<file path="config.mk">
export PLATFORM = sky130hd
export DESIGN_NAME = branch_sequencer
export DESIGN_NICKNAME = d
export VERILOG_FILES = /design/src/rtl/branch_sequencer.sv
export SDC_FILE = /design/constraint.sdc
export NUM_CORES = 1
export LEC_CHECK = 0
export ABC_AREA = 1
export CAP_MARGIN = 30
export CELL_PAD_IN_SITES_DETAIL_PLACEMENT = 1
export CELL_PAD_IN_SITES_GLOBAL_PLACEMENT = 2
export CORE_UTILIZATION = 25
export DETAILED_ROUTE_END_ITERATION = 8
export PLACE_DENSITY_LB_ADDON = 0.15
export SLEW_MARGIN = 30
export SYNTH_ARGS = -nofsm -noshare
export SYNTH_HDL_FRONTEND = slang
export SYNTH_SLANG_ARGS = --single-unit
</file>
<file path="constraint.sdc">
create_clock -name i_clk -period 12.2 [get_ports i_clk]
set_clock_uncertainty 0.05 [all_clocks]
set_input_delay 1.22 -clock i_clk [delete_from_list [all_inputs] [get_ports i_clk]]
set_output_delay 1.22 -clock i_clk [all_outputs]
set_load 0.02 [all_outputs]
</file>
<file path="src/rtl/branch_sequencer.sv">
// ============================================================================
// branch_sequencer
//
// Purpose:
//   Sequences the branch execution element for one branch/jump at a time.
//   It accepts an instruction from decode, holds the element's operands
//   stable and releases the element from reset. It then waits for the
//   element's completion. The link value goes to the register write-back
//   port, and the resolved PC goes to fetch as a single-cycle redirect.
//   A pipeline kill or a completion timeout abandons the instruction.
//
// Ports:
//   i_clk, i_reset          clock, asynchronous active-high reset
//   i_req_*  / o_req_ready  decode request handshake and operand fields
//   i_kill                  pipeline flush, aborts the in-flight instruction
//   o_exec_reset            execution element reset (0 = run)
//   o_exec_*                latched operands presented to the element
//   i_exec_completed        element finished
//   i_exec_reg_out          element link value
//   i_exec_pc_out           element next-PC value
//   o_wb_* / i_wb_ready     link register write request to the write arbiter
//   o_redirect_*            one-cycle resolved PC pulse to fetch
//   o_branch_count          retired branches (wrapping)
//   o_taken_count           retired taken branches (wrapping)
//   o_error                 sticky completion-timeout flag
// ============================================================================
module branch_sequencer #(
    parameter int unsigned TIMEOUT_CYCLES = 15
) (
    input  logic        i_clk,
    input  logic        i_reset,

    // Decode request
    input  logic        i_req_valid,
    output logic        o_req_ready,
    input  logic [31:0] i_req_pc,
    input  logic [5:0]  i_req_inst_num,
    input  logic [31:0] i_req_const16_x,
    input  logic [25:0] i_req_addr26,
    input  logic [31:0] i_req_rs,
    input  logic [31:0] i_req_rt,
    input  logic [4:0]  i_req_rd,

    // Pipeline flush
    input  logic        i_kill,

    // Branch execution element
    output logic        o_exec_reset,
    output logic [31:0] o_exec_pc,
    output logic [5:0]  o_exec_inst_num,
    output logic [31:0] o_exec_const16_x,
    output logic [25:0] o_exec_addr26,
    output logic [31:0] o_exec_rs,
    output logic [31:0] o_exec_rt,
    input  logic        i_exec_completed,
    input  logic [31:0] i_exec_reg_out,
    input  logic [31:0] i_exec_pc_out,

    // Register write-back
    output logic        o_wb_valid,
    input  logic        i_wb_ready,
    output logic [4:0]  o_wb_reg,
    output logic [31:0] o_wb_data,

    // Fetch redirect
    output logic        o_redirect_valid,
    output logic [31:0] o_redirect_pc,
    output logic        o_redirect_taken,

    // Statistics and status
    output logic [31:0] o_branch_count,
    output logic [31:0] o_taken_count,
    output logic        o_error
);

    // Instruction numbers that write a link register
    localparam logic [5:0] INST_BGEZAL = 6'd37;
    localparam logic [5:0] INST_BLTZAL = 6'd38;
    localparam logic [5:0] INST_JAL    = 6'd40;
    localparam logic [5:0] INST_JALR   = 6'd42;

    localparam logic [4:0] LINK_REG_RA = 5'd31;

    // The counter only has to hold values up to TIMEOUT_CYCLES-1
    localparam int TIMER_W = (TIMEOUT_CYCLES > 1) ? $clog2(TIMEOUT_CYCLES) : 1;
    localparam logic [TIMER_W-1:0] TIMER_LAST = TIMER_W'(TIMEOUT_CYCLES - 1);

    typedef enum logic [1:0] {
        IDLE,
        EXEC,
        WB,
        DONE
    } state_t;

    state_t             r_state;
    logic [TIMER_W-1:0] r_timer;
    logic [4:0]         r_rd;
    logic               r_taken;

    logic               w_is_link;
    logic [4:0]         w_link_reg;
    logic [31:0]        w_seq_pc;
    logic               w_taken;

    // Link classification of the latched instruction. Numbers outside the
    // valid range fall into the default, so they never write a register.
    always_comb begin
        w_is_link  = 1'b0;
        w_link_reg = LINK_REG_RA;
        case (o_exec_inst_num)
            INST_BGEZAL, INST_BLTZAL, INST_JAL: begin
                w_is_link  = 1'b1;
                w_link_reg = LINK_REG_RA;
            end
            INST_JALR: begin
                w_is_link  = 1'b1;
                w_link_reg = r_rd;
            end
            default: begin
                w_is_link  = 1'b0;
                w_link_reg = LINK_REG_RA;
            end
        endcase
    end

    // A branch counts as taken whenever the resolved PC differs from the
    // sequential successor. The successor address wraps modulo 2^32.
    assign w_seq_pc = o_exec_pc + 32'd4;
    assign w_taken  = (i_exec_pc_out != w_seq_pc);

    // Main controller. Every output is a register. o_exec_reset is driven
    // low only while in EXEC, so the element drops its completed flag
    // before the next instruction. i_kill is examined first in every
    // state it affects, which gives it priority over completion,
    // write-back grant and timeout.
    always_ff @(posedge i_clk or posedge i_reset) begin
        if (i_reset) begin
            r_state          <= IDLE;
            r_timer          <= '0;
            r_rd             <= '0;
            r_taken          <= 1'b0;
            o_req_ready      <= 1'b1;
            o_exec_reset     <= 1'b1;
            o_exec_pc        <= '0;
            o_exec_inst_num  <= '0;
            o_exec_const16_x <= '0;
            o_exec_addr26    <= '0;
            o_exec_rs        <= '0;
            o_exec_rt        <= '0;
            o_wb_valid       <= 1'b0;
            o_wb_reg         <= '0;
            o_wb_data        <= '0;
            o_redirect_valid <= 1'b0;
            o_redirect_pc    <= '0;
            o_redirect_taken <= 1'b0;
            o_branch_count   <= '0;
            o_taken_count    <= '0;
            o_error          <= 1'b0;
        end else begin
            o_redirect_valid <= 1'b0;

            case (r_state)
                IDLE: begin
                    if (!i_kill && i_req_valid) begin
                        o_exec_pc        <= i_req_pc;
                        o_exec_inst_num  <= i_req_inst_num;
                        o_exec_const16_x <= i_req_const16_x;
                        o_exec_addr26    <= i_req_addr26;
                        o_exec_rs        <= i_req_rs;
                        o_exec_rt        <= i_req_rt;
                        r_rd             <= i_req_rd;
                        r_timer          <= '0;
                        o_exec_reset     <= 1'b0;
                        o_req_ready      <= 1'b0;
                        r_state          <= EXEC;
                    end
                end

                EXEC: begin
                    if (i_kill) begin
                        o_exec_reset <= 1'b1;
                        o_req_ready  <= 1'b1;
                        r_state      <= IDLE;
                    end else if (i_exec_completed) begin
                        o_redirect_pc <= i_exec_pc_out;
                        o_wb_data     <= i_exec_reg_out;
                        r_taken       <= w_taken;
                        o_exec_reset  <= 1'b1;
                        if (w_is_link) begin
                            o_wb_valid <= 1'b1;
                            o_wb_reg   <= w_link_reg;
                            r_state    <= WB;
                        end else begin
                            // DONE presents the redirect for exactly one cycle
                            o_redirect_valid <= 1'b1;
                            o_redirect_taken <= w_taken;
                            r_state          <= DONE;
                        end
                    end else if (r_timer == TIMER_LAST) begin
                        // The element never answered; abandon without any
                        // redirect, write-back or statistics update
                        o_error      <= 1'b1;
                        o_exec_reset <= 1'b1;
                        o_req_ready  <= 1'b1;
                        r_state      <= IDLE;
                    end else begin
                        r_timer <= r_timer + 1'b1;
                    end
                end

                WB: begin
                    if (i_kill) begin
                        o_wb_valid  <= 1'b0;
                        o_req_ready <= 1'b1;
                        r_state     <= IDLE;
                    end else if (i_wb_ready) begin
                        o_wb_valid       <= 1'b0;
                        o_redirect_valid <= 1'b1;
                        o_redirect_taken <= r_taken;
                        r_state          <= DONE;
                    end
                end

                DONE: begin
                    // The redirect is already visible, so a kill here is
                    // ignored and the instruction retires normally
                    o_branch_count <= o_branch_count + 32'd1;
                    if (r_taken) begin
                        o_taken_count <= o_taken_count + 32'd1;
                    end
                    o_req_ready <= 1'b1;
                    r_state     <= IDLE;
                end

                default: begin
                    o_exec_reset <= 1'b1;
                    o_wb_valid   <= 1'b0;
                    o_req_ready  <= 1'b1;
                    r_state      <= IDLE;
                end
            endcase
        end
    end

endmodule

</file>
# Word level (Yosys, flattened, before mapping)
# Index checks and enable logic that the tools add are counted.
[totals] regBits=311 inputBits=235
[classes] n_addsub=4 eq_ne=23 n_mux=42 bitwise_logic=2 reduce_logical=17
[op_table] cell="$add 32x1->32 const B" count=2
[op_table] cell="$add 32x3->32 const B" count=1
[op_table] cell="$ne 32x32->1" count=1
[op_table] cell="$eq 6x6->1 const B" count=4
[op_table] cell="$mux 1" count=24
[op_table] cell="$ne 2x2->1 const B" count=10
[op_table] cell="$mux 4" count=4
[op_table] cell="$mux 2" count=6
[op_table] cell="$reduce_and 4->1" count=3
[op_table] cell="$reduce_and 5->1" count=2
[op_table] cell="$ne 3x3->1 const B" count=3
[op_table] cell="$reduce_and 3->1" count=3
[op_table] cell="$pmux 1 s2" count=4
[op_table] cell="$pmux 2 s4" count=1
[op_table] cell="$pmux 4 s2" count=1
[op_table] cell="$reduce_and 6->1" count=1
[op_table] cell="$mux 5" count=1
[op_table] cell="$add 4x1->4 const B" count=1
[op_table] cell="$eq 2x2->1 const B" count=2
[op_table] cell="$eq 4x4->1 const B" count=1
[op_table] cell="$ne 4x4->1 const B" count=1
[op_table] cell="$pmux 1 s4" count=1
[op_table] cell="$reduce_and 2->1" count=2
[op_table] cell="$reduce_bool 2->1" count=2
[op_table] cell="other kinds (6)" count=7

# Logic depth before layout (Yosys ltp)
[depth] word_depth=7 depth_mapped=16

# Least setup slack after synthesis
# Ideal clock, no wire load.
[synth_timing] path_kind="input-to-reg" from="input i_kill" to="register o_exec_addr26[0]" setup_ns=0.066 arrival_time_ns=2.336 required_ns=12.084 path_slack_ns=9.749 stages=7 path_cell_list="inv_1 > nand3_1 > inv_2 > clkbuf_1 > clkbuf_1 > nand2_1 > nand2_1"
[synth_via] elab_chain_cells=3
[synth_lines] item="start: declaration" line="45" rtl="input logic i_kill,"
[synth_lines] item="$logic_not 1->1" line="164" rtl="if (!i_kill && i_req_valid) begin"
[synth_lines] item="$logic_and 1x1->1" line="164"
[synth_lines] item="$reduce_and 2->1 (no source line)"
[synth_lines] item="end signal: assignment" line="168" rtl="o_exec_addr26 <= i_req_addr26;"
[synth_lines] item="end: declaration" line="52" rtl="output logic [25:0] o_exec_addr26,"
# Every way passes these cells.
# A chain may end at the register's enable or synchronous reset.

# Worst setup path in the final report
[layout_timing] from="input i_kill" to="register o_exec_inst_num[2]"
[layout_via] elab_chain_cells=3
[layout_lines] item="$logic_not 1->1" line="164"
[layout_lines] item="$logic_and 1x1->1" line="164"
[layout_lines] item="$reduce_and 2->1 (no source line)"
[layout_lines] item="end signal: assignment" line="166" rtl="o_exec_inst_num <= i_req_inst_num;"
[layout_lines] item="end: declaration" line="50" rtl="output logic [5:0] o_exec_inst_num,"
# Every way passes these cells.

==> summary.md <==
| Metric | Value |
|---|---|
| Pleak | 10.2 nW |
| Layout filler cell count | 6,406 |
| First-pass GRT wire length | 85.0 mm |
| Power Dens Cells | 239 nW/um^2 |
| Min Hold Slack | 0.414 ns |
| Synth area leaders | dfrtp_1 (56%), nand2_1 (23%), xor2_1 (3.5%), inv_1 (2.8%), nor2_1 (2.6%) |
| Final HPWL DP | 41.7 mm |
| Worst-path fanout max | 90 |
| Num Clock Sinks | 311 |
| Final net count | 2,467 |
| Slew headroom | 43.4% |
| FFs w/ async S/R, synth | 100% |
| Post-synthesis register bit count | 311 |
| Tmin final | 3.55 ns |
| Max VDD drop | 125 uV |
| Area of the core | 55,000 um^2 |
| Final setup vio count | 0 |
| Slowest cell on the critical path | inv_6 |
| HP Class | reg2reg |
| Post-CTS Setup Repair Bufs | 0 |
| Root Buffer | clkbuf_16 |
| Cell chain of the critical path | clkdlybuf4s50_1 -> inv_1 -> nand3_4 -> buf_4 -> inv_6 -> buf_6 -> nand2_1 -> o21ai_0 |
| Clk buf depth | 3 |
| Area of the multi-input gates | 5560 um^2 |
| Post-route insts no fill | 3,002 |
| H-tree lvl count | 2 |
| Total number of vias | 12,996 |
| Clock-pin slew on the worst setup and hold paths | 0.06 ns |
| PostCTS Resize Cnt | 0 |
| Cell variety after synth | 36 |
| Setup TNS | 0 ns |
| Die Outline Area | 56,600 um^2 |
| Hold Buf Count CTS | 0 |
| Top delay family on crit path | buffers and inverters |
| WL final | 55.7 mm |
| Crit path capture type | flip-flop |
| CP Class | in2reg |
| CP Buf/Inv Count | 5 |
| Clock tree from TritonCTS | built |
| Buffers added on ports | 533 |
| EDFF count, synth | 0 |
| Initial cell density of the core | 25.3% |
| Worst-Skew Late Latency | 0.56 ns |
| Syn_nets | 1,930 |
| Antenna violations before repair | 8 |
| FMAX | 281 MHz |
| I/O pins | 534 |
| Placed insts | 2,925 |
| Layout area overhead | 54.5% |
| Tcrit/Tclk final | 29.1% |
| Cell count after synthesis | 1,685 |
| Vias in the first global route | 13,794 |
| FF/Latch Area | 7780 um^2 |
| Rows | 86 |
| RePlAce Congestion | 0.779 |
| Syn_area_per_cell | 8.25 um^2 |
| Number of max-cap violations | 0 |
| Unrepaired setup endpoints after global routing | no |
| Req. time, crit path | 12.62 ns |
| Hold Violations, Final | 0 |
| Register area share after synthesis | 56.0% |
| Crit start category | primary input |
| Routed length per instance | 18.6 um |
| DRT iter0 DRCs | 578 |
| Mapped Area | 13,900 um^2 |
| Leading area contributor after synthesis | dfrtp_1 |
| Routed Antenna Nets | 0 |
| Largest net degree at the start of global routing | 120 |
| Critical path's largest stage delay | 0.62 ns |
| Synth Flop Type | dfrtp_1 |
| Status | complete, no violations |
| DR vias/cell | 4.33 |
| Post-synth top area share | 55.6% |
| Drt pass-1 iters | 7 |
| Die Ht | 238 um |
| GRT Overall Usage | 19.7% |
| DRC Markers | 0 |
| Global route overflow | 0 |
| Slew Viols, Final | 0 |
| Share of post-route cells with drive strength above 1 | 4.80% |
| PnR Total Power | 5.12 mW |
| Worst Max-Slew Pin Slew | 0.849 ns |
| Worst Path Arrival | 3.97 ns |
| Yosys warns | 0 |
| Die W | 238 um |
| CTS buffer count | 41 |
-- worst reg2reg max path, delay by kind of cell (launching register included) --
family | cells | cell delay [ns]
simple gates | 2 | 0.30
fa+ha+maj | 1 | 0.30
compound gates | 1 | 0.12
buf+inv | 4 | 1.83
flops | 1 | 0.40
-- synthesized netlist by cell type, types with 3 or more instances --
cell type    n
nor3_1      15
buf_1        5
nand3_1     43
nor4_1       6
nor2_1      97
nand2_1    851
nor2_2       6
inv_1      103
nand4_1     27
ha_1        10
o21ai_0     39
nor2_4       5
clkbuf_1    43
a21oi_1      5
dfrtp_1    309
xor2_1      55
nand2_2      5
xnor2_1     29
o21bai_1     4
nor3_2       3
-- power by group --
part	switching, mW	internal [mW]
clock network	0.476	0.730
registers	0.297	1.42
logic	1.24	0.954
total	2.02	3.11
-- cell families (layout without fill, tap and decap cells) --
kind of cell	Yosys count	after routing	synth area share, %
mux	2	2	0.162
fa+ha+maj	10	10	0.900
other cells	0	2	0
compound gates	53	53	2.08
xor+xnor	85	85	5.45
buf+inv	154	721	4.17
simple gates	1070	1070	31.2
flops	311	311	56.0
-- through the flow --
step	area, um^2	setup WS, ns	utilization (%)
2_1_floorplan	13900	2.33	-
3_3_place_gp	20100	7.78	36.5
3_5_place_dp	20100	7.73	36.5
4_1_cts	21400	8.35	38.9
5_1_grt	21500	8.46	39.1
6_report	21500	8.65	39.1
-- path summary, 6_finish.rpt --
path                                  from                  to  slack, ns  cells after the start
worst max-delay path                i_kill  o_exec_inst_num[2]       8.65                      8
worst min-delay path               o_error             o_error       0.41                      1
worst max register to register  r_state[0]  o_exec_inst_num[2]       9.12                      8
worst min register to register     o_error             o_error       0.41                      1
max in group asynchronous          i_reset   o_taken_count[15]       8.96                      4
min in group asynchronous          i_reset       o_exec_rt[21]       1.13                      2
-- cells in the final DEF (no fill, tap or decap), types with 2 or more instances in the layout --
| master | count |
|---|---|
| a21oi_1 | 5 |
| buf_4 | 5 |
| buf_6 | 3 |
| bufinv_16 | 2 |
| clkbuf_1 | 14 |
| clkbuf_16 | 42 |
| clkbuf_8 | 9 |
| clkdlybuf4s50_1 | 533 |
| clkinv_2 | 4 |
| clkinv_8 | 2 |
| dfrtp_1 | 309 |
| dfstp_2 | 2 |
| diode_2 | 2 |
| ha_1 | 10 |
| inv_1 | 101 |
| inv_2 | 2 |
| mux2_2 | 2 |
| nand2_1 | 851 |
| nand2_2 | 5 |
| nand2_4 | 2 |
| nand3_1 | 42 |
| nand3_2 | 2 |
| nand3b_1 | 2 |
| nand4_1 | 27 |
| nor2_1 | 96 |
| nor2_2 | 6 |
| nor2_4 | 6 |
| nor3_1 | 15 |
| nor3_2 | 3 |
| nor3_4 | 2 |
| nor4_1 | 6 |
| nor4_2 | 2 |
| o21ai_0 | 39 |
| o21bai_1 | 4 |
| o31ai_1 | 2 |
| xnor2_1 | 29 |
| xor2_1 | 55 |
-- layer usage --
| layer | track usage [%] | part of all wire (%) |
|---|---|---|
| met5 | 0 | 0.17 |
| met4 | 4.30 | 1.8 |
| met3 | 7.91 | 9.7 |
| met2 | 32.6 | 47 |
| met1 | 23.9 | 41 |
-- layout make-up --
| class | count | share of cell area (%) |
|---|---|---|
| Antenna cell | 2 | 0.0233 |
| Clock buffer | 65 | 5.71 |
| Clock inverter | 8 | 0.489 |
| Inverter | 105 | 1.92 |
| Multi-Input combinational cell | 1220 | 25.9 |
| Sequential cell | 311 | 36.2 |
| Tap cell | 748 | 4.36 |
| Timing Repair Buffer | 543 | 25.4 |
Power figures use the tool's default switching activity.
